==> config.mk <==
export PLATFORM = sky130hd
export DESIGN_NAME = matmul_ctrl_flat
export DESIGN_NICKNAME = d
export VERILOG_FILES = /design/src/rtl/matmul_pkg.sv /design/src/rtl/matmul_if.sv /design/src/rtl/mat_mac.sv /design/src/rtl/matmul_ctrl.sv /design/src/flat_wrapper.sv
export SDC_FILE = /design/constraint.sdc
export NUM_CORES = 1
export LEC_CHECK = 0
export CAP_MARGIN = 20
export CORE_ASPECT_RATIO = 1.4
export CORE_MARGIN = 2
export CORE_UTILIZATION = 55
export DETAILED_ROUTE_END_ITERATION = 6
export PLACE_DENSITY_LB_ADDON = 0.08
export SYNTH_ARGS = -nofsm -noshare
export SYNTH_HDL_FRONTEND = slang
export SYNTH_SLANG_ARGS = --single-unit
==> constraint.sdc <==
create_clock -name clk -period 6.4 [get_ports clk]
set_clock_uncertainty 0.05 [all_clocks]
set_input_delay 1.28 -clock clk [delete_from_list [all_inputs] [get_ports clk]]
set_output_delay 1.28 -clock clk [all_outputs]
set_load 0.01 [all_outputs]
==> src/rtl/matmul_pkg.sv <==
// Shared types and constants for the 3x3 matrix-multiply sequencer.
package matmul_pkg;

   localparam int unsigned DATA_W = 8;
   localparam int unsigned ACC_W  = 18;

   localparam logic [1:0] A_SEL = 2'd0;
   localparam logic [1:0] B_SEL = 2'd1;
   localparam logic [1:0] C_SEL = 2'd2;

   typedef enum logic [2:0] {
      StIdle,
      StRdA,
      StRdB,
      StWr,
      StDone
   } state_e;

endpackage

==> src/rtl/matmul_if.sv <==
// Single-port matrix store bus; the sequencer is the master, the store the slave.
interface matmul_if;
   import matmul_pkg::*;

   logic [1:0]        mem_matrix_select;
   logic [1:0]        mem_row;
   logic [1:0]        mem_col;
   logic              mem_write_enable;
   logic [DATA_W-1:0] mem_write_data;
   logic [DATA_W-1:0] mem_read_data;

   modport master (
      output mem_matrix_select,
      output mem_row,
      output mem_col,
      output mem_write_enable,
      output mem_write_data,
      input  mem_read_data
   );

   modport slave (
      input  mem_matrix_select,
      input  mem_row,
      input  mem_col,
      input  mem_write_enable,
      input  mem_write_data,
      output mem_read_data
   );

endinterface

==> src/rtl/mat_mac.sv <==
// Multiply-accumulate datapath: latches the A element, then accumulates A*B dot products.
module mat_mac
   import matmul_pkg::*;
(
   input  logic              clk,
   input  logic              reset,
   input  logic              load_a,
   input  logic              clear_first,
   input  logic              accumulate,
   input  logic [DATA_W-1:0] rd_data,
   output logic [ACC_W-1:0]  acc,
   output logic              acc_over
);

   logic [DATA_W-1:0]   a_q;
   logic [ACC_W-1:0]    acc_q;
   logic [2*DATA_W-1:0] prod;
   logic [ACC_W-1:0]    acc_base;

   assign prod     = a_q * rd_data;
   assign acc_base = clear_first ? '0 : acc_q;

   always_ff @(posedge clk) begin
      if (reset) begin
         a_q   <= '0;
         acc_q <= '0;
      end else begin
         if (load_a) begin
            a_q <= rd_data;
         end
         if (accumulate) begin
            acc_q <= acc_base + ACC_W'(prod);
         end
      end
   end

   assign acc      = acc_q;
   // Anything above the element range is lost when C is written back.
   assign acc_over = acc_q > ACC_W'({DATA_W{1'b1}});

endmodule

==> src/rtl/matmul_ctrl.sv <==
// Sequencer computing C = A x B over the shared 3x3 store; owns the store port while busy.
module matmul_ctrl
   import matmul_pkg::*;
(
   input  logic     clk,
   input  logic     reset,
   input  logic     start,
   output logic     busy,
   output logic     done,
   output logic     overflow,
   matmul_if.master bus
);

   state_e           state_q, state_d;
   logic [1:0]       i_q, i_d, j_q, j_d, k_q, k_d;
   logic             ovf_q, ovf_d;
   logic             load_a, accumulate;
   logic [ACC_W-1:0] acc;
   logic             acc_over;

   mat_mac u_mac (
      .clk         (clk),
      .reset       (reset),
      .load_a      (load_a),
      .clear_first (k_q == 2'd0),
      .accumulate  (accumulate),
      .rd_data     (bus.mem_read_data),
      .acc         (acc),
      .acc_over    (acc_over)
   );

   always_ff @(posedge clk) begin
      if (reset) begin
         state_q <= StIdle;
         i_q     <= '0;
         j_q     <= '0;
         k_q     <= '0;
         ovf_q   <= 1'b0;
      end else begin
         state_q <= state_d;
         i_q     <= i_d;
         j_q     <= j_d;
         k_q     <= k_d;
         ovf_q   <= ovf_d;
      end
   end

   always_comb begin
      state_d                = state_q;
      i_d                    = i_q;
      j_d                    = j_q;
      k_d                    = k_q;
      ovf_d                  = ovf_q;
      busy                   = 1'b0;
      done                   = 1'b0;
      load_a                 = 1'b0;
      accumulate             = 1'b0;
      bus.mem_matrix_select  = '0;
      bus.mem_row            = '0;
      bus.mem_col            = '0;
      bus.mem_write_enable   = 1'b0;
      bus.mem_write_data     = '0;

      unique case (state_q)
         StIdle: begin
            if (start) begin
               state_d = StRdA;
               i_d     = '0;
               j_d     = '0;
               k_d     = '0;
               ovf_d   = 1'b0;
            end
         end
         StRdA: begin
            busy                  = 1'b1;
            load_a                = 1'b1;
            bus.mem_matrix_select = A_SEL;
            bus.mem_row           = i_q;
            bus.mem_col           = k_q;
            state_d               = StRdB;
         end
         StRdB: begin
            busy                  = 1'b1;
            accumulate            = 1'b1;
            bus.mem_matrix_select = B_SEL;
            bus.mem_row           = k_q;
            bus.mem_col           = j_q;
            if (k_q == 2'd2) begin
               state_d = StWr;
               k_d     = '0;
            end else begin
               state_d = StRdA;
               k_d     = k_q + 2'd1;
            end
         end
         StWr: begin
            busy                  = 1'b1;
            bus.mem_matrix_select = C_SEL;
            bus.mem_row           = i_q;
            bus.mem_col           = j_q;
            bus.mem_write_enable  = 1'b1;
            bus.mem_write_data    = acc[DATA_W-1:0];
            if (acc_over) begin
               ovf_d = 1'b1;
            end
            state_d = StRdA;
            // Row-major walk over C; the last element hands off to DONE.
            if (j_q == 2'd2) begin
               j_d = '0;
               if (i_q == 2'd2) begin
                  i_d     = '0;
                  state_d = StDone;
               end else begin
                  i_d = i_q + 2'd1;
               end
            end else begin
               j_d = j_q + 2'd1;
            end
         end
         StDone: begin
            done    = 1'b1;
            state_d = StIdle;
         end
         default: state_d = StIdle;
      endcase
   end

   assign overflow = ovf_q;

endmodule
==> src/flat_wrapper.sv <==
// flat-port wrapper written by rule: the top's interface ports become plain ports
module matmul_ctrl_flat import matmul_pkg::*;
  (clk, reset, start, busy, done, overflow, bus_mem_matrix_select, bus_mem_row, bus_mem_col, bus_mem_write_enable, bus_mem_write_data, bus_mem_read_data);
  matmul_if bus_i ();
  input  logic clk;
  input  logic reset;
  input  logic start;
  output logic busy;
  output logic done;
  output logic overflow;
  output wire logic [$bits(bus_i.mem_matrix_select)-1:0] bus_mem_matrix_select;
  output wire logic [$bits(bus_i.mem_row)-1:0] bus_mem_row;
  output wire logic [$bits(bus_i.mem_col)-1:0] bus_mem_col;
  output wire logic [$bits(bus_i.mem_write_enable)-1:0] bus_mem_write_enable;
  output wire logic [$bits(bus_i.mem_write_data)-1:0] bus_mem_write_data;
  input wire logic [$bits(bus_i.mem_read_data)-1:0] bus_mem_read_data;
  assign bus_mem_matrix_select = bus_i.mem_matrix_select;
  assign bus_mem_row = bus_i.mem_row;
  assign bus_mem_col = bus_i.mem_col;
  assign bus_mem_write_enable = bus_i.mem_write_enable;
  assign bus_mem_write_data = bus_i.mem_write_data;
  assign bus_i.mem_read_data = bus_mem_read_data;
  matmul_ctrl u_core (.clk(clk), .reset(reset), .start(start), .busy(busy), .done(done), .overflow(overflow), .bus(bus_i));
endmodule
==> results of run 1 <==
per-stage QoR:
stage               cell area, µm²  cells  setup slack [ps]  hold slack [ps]  utilization [%]
floorplan                     4214    507              1055            389.9                -
global placement              4534    615             348.6            403.1            61.22
detailed placement            4534    615             309.2            412.8            61.22
CTS                           4649    623             610.5            426.2            62.77
global route                  4649    623             385.9            449.1            62.77
finish                        4649    623             571.9            421.0            62.77
cell type report:
class / count / share of cell area, %
clock inverters: 3 / 0.9957
clock buffers: 5 / 1.480
flip-flops and latches: 36 / 15.50
multi-input cells: 365 / 66.12
well taps: 97 / 2.610
inverters: 88 / 7.104
repair buffers: 29 / 6.189
critical path, stage by stage:
cell and delay [ps]:
clkdlybuf4s50_1 600, and2_1 280, fa_1 540, inv_1 50, fa_1 490, inv_1 60
fa_1 540, inv_1 60, fa_1 530, inv_1 40, ha_1 330, o21a_2 170
a211oi_4 340, nor2_1 110, a211oi_2 250, xnor2_1 90, a22o_1 200
power groups by stage:
stage / registers, µW / logic, µW / clock network (µW)
4_1_cts: 245 / 189 / 221
3_5_place_dp: 250 / 187 / 0
6_report: 246 / 187 / 217
2_1_floorplan: 242 / 143 / 0
5_1_grt: 247 / 217 / 230
3_3_place_gp: 250 / 182 / 0
cell usage in the layout (no fill, tap or decap), types with 10 or more instances in the layout:
master           netlist  final
nand2_1               67     67
fa_1                  50     50
and2_1                55     55
clkdlybuf4s50_1        0     28
nor2_1                37     37
xnor2_1               10     10
ha_1                  40     40
a21oi_1               26     26
dfxtp_1               36     36
inv_1                 86     86
routing by layer:
layer,GRT usage [%],wire length (µm),share of wire [%]
met5,0,0,0
met4,5.138,109,1.1
met3,2.601,188,2.0
met2,45.75,5009,52
met1,32.72,4325,45
state kept, by name, summed over array words and instances (netlist names):
signal            cells
u_core.j_q            2
u_core.i_q            2
u_core.k_q            2
u_core.u_mac.acc     18
u_core.overflow       1
u_core.u_mac.a_q      8
u_core.state_q        3
cell usage after synthesis, drive strengths merged:
master | n | area (µm²)
o32ai | 1 | 8.760
dfxtp | 36 | 720.7
nand2 | 67 | 251.5
a311oi | 2 | 23.77
nand4 | 1 | 6.260
a22oi | 3 | 22.52
nand2b | 2 | 12.51
nor4 | 3 | 18.77
mux2i | 8 | 80.08
fa | 50 | 1001
nor3b | 2 | 15.01
and4 | 2 | 17.52
a211oi | 5 | 55.05
ha | 40 | 500.5
nand4b | 1 | 8.760
o31ai | 1 | 7.510
nand3b | 3 | 22.52
nor4b | 1 | 8.760
a31oi | 4 | 25.02
a21o | 9 | 68.82
nor2 | 39 | 151.4
or2 | 2 | 12.52
inv | 88 | 330.3
a22o | 5 | 43.79
and2 | 56 | 351.6
o21a | 2 | 16.27
xor2 | 2 | 17.52
a21oi | 26 | 130.1
o21ai | 2 | 10.00
o21bai | 1 | 7.510
clkbuf | 13 | 48.80
nor2b | 3 | 18.77
a211o | 2 | 18.77
xnor2 | 10 | 87.58
buf | 5 | 40.03
nor3 | 6 | 30.03
nand3 | 3 | 15.01
a41oi | 1 | 8.760
worst min path at each step:
| stage | start | endpoint | slack (ps) | cells after the start |
|---|---|---|---|---|
| after CTS | u_core.u_mac.acc[0]$_SDFFE_PP0P_ | u_core.u_mac.acc[0]$_SDFFE_PP0P_ | 430 | 2 |
| after floorplan | u_core.u_mac.acc[11]$_SDFFE_PP0P_ | u_core.u_mac.acc[11]$_SDFFE_PP0P_ | 390 | 2 |
| after global routing | u_core.u_mac.acc[2]$_SDFFE_PP0P_ | u_core.u_mac.acc[2]$_SDFFE_PP0P_ | 450 | 2 |
| after detailed placement | u_core.u_mac.acc[9]$_SDFFE_PP0P_ | u_core.u_mac.acc[9]$_SDFFE_PP0P_ | 410 | 2 |
| final | u_core.u_mac.acc[0]$_SDFFE_PP0P_ | u_core.u_mac.acc[0]$_SDFFE_PP0P_ | 420 | 2 |
| after global placement | u_core.u_mac.acc[0]$_SDFFE_PP0P_ | u_core.u_mac.acc[0]$_SDFFE_PP0P_ | 400 | 2 |
kinds of logic (layout without fill, tap and decap cells):
logic type,after synthesis,count (layout),synth area share [%]
simple gates,191,191,22.33
compound gates,64,64,10.60
buf+inv,106,125,9.947
fa+ha+maj,90,90,35.63
xor+xnor,12,12,2.494
mux,8,8,1.900
flops,36,36,17.10
==> flow_summary_export.csv, run 1 <==
group,metric,value,unit
synth,ys_seq_elements,36,
synth,ys.warnings.count,0,
pwr,cellLeakagePower,0.002279,µW
synth,synth_cell_types,51,
place,place_congestion,0.8569,
finish,drive_gt1_share,3.992,%
place,dp_hpwl,7.566,mm
sta,drv_slew,0,
drt,ant_nets,0,
pwr,finalPower,649.6,µW
drt,drc,0,
critical_path,critPathMaxFanout,9,
place,port_buffers,28,
sta,rsz0062_at_grt,"no",
cts,ctsHoldBuffers,0,
drt,routed_via_density,5.297,
pwr,p_per_area,139.7,nW/µm²
synth,avgSynthCellArea,8.312,µm²
global_routing,grt_start_max_net_pins,34,
finish,fill_cells,675,
cts,clkTransAtPathRegs,80,ps
finish,area.sequential,720.7,µm²
synth,postSynthCellCount,507,
critical_path,start_kind,"input pin",
global_routing,grt_pass1_wl,16.83,mm
floorplan,rows,37,
cts,cts_tree,"done",
drt,drt_first_pass_iters,6,
critical_path,ff2ff_path_depth,16,
sta,fmax,171.6,MHz
critical_path,crit_path_end_kind,"flip-flop",
sta,relSlewSlack,39.40,%
pwr,pwr-share-clk,33.4,%
synth,seq_area_frac_synth,17.10,%
pwr,seqPwrFrac,37.8,%
pwr,comb_power_share,28.8,%
finish,multi_input_area,3074,µm²
cts,clk-insertion-delay-late,300,ps
pwr,ir_drop,162.9,µV
critical_path,rrSetupSlack,1430,ps
pwr,p_sw_share,34.69,%
drt,vias,3300,
cts,clockBufferDepth,2,
critical_path,cp-endpoint,"u_core.u_mac.acc[15]$_SDFFE_PP0P_",
global_routing,antenna_found_initial,0,
cts,cts.htree.levels,2,
cts,cts_root_buffer,"clkbuf_8",
sta,hold_viol,0,
drt,drtIter0Drc,136,
critical_path,arrival,5970,ps
cts,cts.repair.resized,0,
finish,nets,626,
sta,min_period,5828,ps
cts,cts_sinks,36,
floorplan,core,7407,µm²
global_routing,gr-total-overflow,0,
floorplan,fp.dieArea,8388,µm²
pwr,power.switching,225.4,µW
run,drv_cap,0,
synth,syn_area,4214,µm²
sta,worstMarginPinSlew,905.6,ps
drt,wirelength,9.631,mm
cts,numCtsBuffers,5,
synth,syn-num-nets,608,
global_routing,grt_use_total,25.29,%
critical_path,r2r-end,"u_core.u_mac.acc[15]$_SDFFE_PP0P_",
sta,final.period_utilization,91.06,%
drt,wl_per_cell,15.46,µm
critical_path,crit_start,"bus_mem_read_data[4]",
critical_path,crit_type,"in2reg",
floorplan,initial_core_util,56.89,%
global_routing,grt_pass1_vias,3522,
floorplan,ios,29,
finish,n_antenna_cell,0,
floorplan,die_h,107.6,µm
sta,setup-violations-final,0,
sta,finalSetupTns,0,ps
status,status,"finished, final reports clean",
critical_path,r2r-start,"u_core.k_q[1]$_SDFFE_PP0P_",
pwr,internal_power,424.3,µW
floorplan,die_w,77.98,µm
hold_path,hold_class,"reg2reg",
finish,syn2layout_area_growth,10.33,%
critical_path,cp.required,6540,ps
cts,post_cts_buffers,0,
Note: power is estimated with default switching activity, not from simulation.
==> inputs of run 2 (changes only) <==
--- a/config.mk
+++ b/config.mk
@@ -6,11 +6,11 @@
 export NUM_CORES = 1
 export LEC_CHECK = 0
 export CAP_MARGIN = 20
-export CORE_ASPECT_RATIO = 1.4
 export CORE_MARGIN = 2
 export CORE_UTILIZATION = 55
 export DETAILED_ROUTE_END_ITERATION = 6
 export PLACE_DENSITY_LB_ADDON = 0.08
+export REMOVE_ABC_BUFFERS = 1
 export SYNTH_ARGS = -nofsm -noshare
 export SYNTH_HDL_FRONTEND = slang
 export SYNTH_SLANG_ARGS = --single-unit
==> run 2 against run 1 <==
  * Sequential share of layout area hardly changed
  * Worst setup slack better by 17 ps
  * Maximum frequency is 0.29% higher
  * Critical path type unchanged
  * Routed wire length is 3.6% lower
  * Count of clock-buffer cells in the layout stayed put
  * Critical endpoint is now u_core.u_mac.acc[17]$_SDFFE_PP0P_
  * Critical path depth is 1 lower
  * Sequential power hardly changed
  * First-iteration DRC count is 44% higher
  * Largest cell class unchanged
  * Register-to-register slack better by 40 ps
  * Die area is 0.13% lower
==> flow_summary_export.csv, run 2 (same netlist as run 1, synthesis figures left out) <==
group,metric,value,unit
hold_path,holdPathEnd,"u_core.u_mac.acc[7]$_SDFFE_PP0P_",
cts,cts_tree,"done",
sta,relSlewSlack,46.77,%
cts,cts_root_buffer,"clkbuf_8",
critical_path,crit_type,"in2reg",
sta,final.period_utilization,90.80,%
sta,fmax,172.1,MHz
global_routing,grt_start_max_net_pins,34,
drt,drc,0,
drt,drtIter0Drc,196,
sta,rsz0062_at_grt,"no",
critical_path,ff2ff_path_depth,16,
floorplan,ios,29,
critical_path,crit_cells,16,
finish,syn2layout_area_growth,10.30,%
finish,n_antenna_cell,0,
floorplan,rows,31,
drt,wl_per_cell,14.85,µm
global_routing,grt_use_total,25.74,%
finish,drive_gt1_share,3.992,%
global_routing,grt_pass1_vias,3535,
pwr,p_per_area,138.4,nW/µm²
cts,ctsHoldBuffers,0,
drt,wirelength,9.280,mm
pwr,cellLeakagePower,0.002278,µW
status,status,"finished, final reports clean",
critical_path,path_buf_inv,4,
cts,cts_sinks,36,
critical_path,crit_path_end_kind,"flip-flop",
global_routing,gr-total-overflow,0,
place,dp_hpwl,7.226,mm
cts,numCtsBuffers,5,
critical_path,slowest_stage,"clkdlybuf4s50_1",
floorplan,die_h,91.53,µm
critical_path,r2r-end,"u_core.u_mac.acc[17]$_SDFFE_PP0P_",
cts,clk-insertion-delay-late,290,ps
critical_path,crit_path_max_incr_delay,680,ps
finish,largest_reg_flops,18,
place,place_congestion,0.8654,
drt,drt_first_pass_iters,5,
sta,setup-violations-final,0,
pwr,ir_drop,139.1,µV
drt,routed_via_density,5.280,
floorplan,core,7331,µm²
sta,worstMarginPinSlew,795.5,ps
cts,clockBufferDepth,2,
hold_path,hold_start,"u_core.u_mac.acc[7]$_SDFFE_PP0P_",
drt,ant_nets,0,
critical_path,cpLargestDelayFamily,"adder cells",
cts,post_cts_buffers,0,
critical_path,rrSetupSlack,1470,ps
finish,nets,626,
drt,vias,3300,
critical_path,start_kind,"input pin",
critical_path,critPathMaxFanout,9,
finish,final_cell_mix,"86 x inv_1, 67 x nand2_1, 55 x and2_1",
sta,drv_slew,0,
cts,cts.htree.levels,2,
run,drv_cap,0,
cts,cts.repair.resized,0,
global_routing,antenna_found_initial,0,
finish,mostFrequentLayoutCell,"inv_1",
floorplan,initial_core_util,57.48,%
global_routing,grt_pass1_wl,17.33,mm
critical_path,arrival,5960,ps
hold_path,hold_depth,2,
sta,finalSetupTns,0,ps
place,place_worst_setup_slack,234.1,ps
sta,min_period,5811,ps
critical_path,cp.required,6540,ps
place,port_buffers,28,
floorplan,fp.dieArea,8378,µm²
critical_path,r2r-start,"u_core.k_q[1]$_SDFFE_PP0P_",
critical_path,cp_common_cell,"fa_1",
finish,fill_cells,606,
floorplan,die_w,91.53,µm
cts,clkTransAtPathRegs,80,ps
critical_path,crit_chain,"clkdlybuf4s50_1, nand2_1, fa_1, inv_1, fa_1, ha_1, inv_1, fa_1, inv_1, fa_1, a211o_1, a211oi_4, nor3_1, a311oi_2, xnor2_1, a22o_1",
hold_path,hold_class,"reg2reg",
sta,hold_viol,0,
sta,setup_slack,589.0,ps
[run 2: cell types whose count changed in the layout (fill, tap and decap cells not counted), sizes merged]
cell / before / now
inv: 89 / 88
clkinv: 0 / 1
[run 2: metal layers]
metal | part of all wire (%) | vias up | wire [µm] | track usage [%]
li1 | - | 1637 | - | -
met1 | 50 | 1592 | 4620 | 37.89
met2 | 46 | 64 | 4274 | 40.81
met3 | 3.5 | 7 | 323 | 3.485
met4 | 0.65 | 0 | 60 | 4.798
met5 | 0 | - | 0 | 0
[run 2: area by class of cell]
type / count / area [µm²] / area share, %
multi-input combinational: 365 / 3074 / 66.14
clock inverter: 3 / 42.54 / 0.9152
timing repair buffer: 29 / 287.8 / 6.191
sequential: 36 / 720.7 / 15.50
clock buffer: 5 / 68.82 / 1.480
tap: 99 / 123.9 / 2.665
inverter: 88 / 330.3 / 7.106
[run 2: power by group]
group	leakage, µW	internal, µW	switching, µW
Combinational	0.00193	75.4	112
Clock	0.0000541	115	96.0
Sequential	0.000292	231	13.8
[run 2: worst max path at each step]
stage                              start                                end  slack [ps]
floorplan           bus_mem_read_data[4]  u_core.u_mac.acc[15]$_SDFFE_PP0P_        1280
global placement    bus_mem_read_data[4]  u_core.u_mac.acc[17]$_SDFFE_PP0P_         330
detailed placement  bus_mem_read_data[1]  u_core.u_mac.acc[17]$_SDFFE_PP0P_         230
CTS                 bus_mem_read_data[1]  u_core.u_mac.acc[17]$_SDFFE_PP0P_         580
global route        bus_mem_read_data[1]  u_core.u_mac.acc[17]$_SDFFE_PP0P_         330
finish              bus_mem_read_data[1]  u_core.u_mac.acc[17]$_SDFFE_PP0P_         590
[run 2: metrics by stage]
stage | std cells | util (%) | hold WS, ps | total power (µW) | instance area (µm²)
final | 625 | 63.41 | 417.7 | 643.5 | 4648
after global routing | 625 | 63.41 | 450.8 | 688.1 | 4648
after CTS | 625 | 63.41 | 422.3 | 648.8 | 4648
after detailed placement | 617 | 61.89 | 409.9 | 435.2 | 4537
after global placement | 617 | 61.89 | 407.1 | 432.2 | 4537
after floorplan | 489 | - | 383.9 | 377.7 | 4125
[run 2: worst min-delay path, stage by stage (launching register included)]
cell	delay, ps
dfxtp_1	320
nand2_1	50
a21oi_1	50
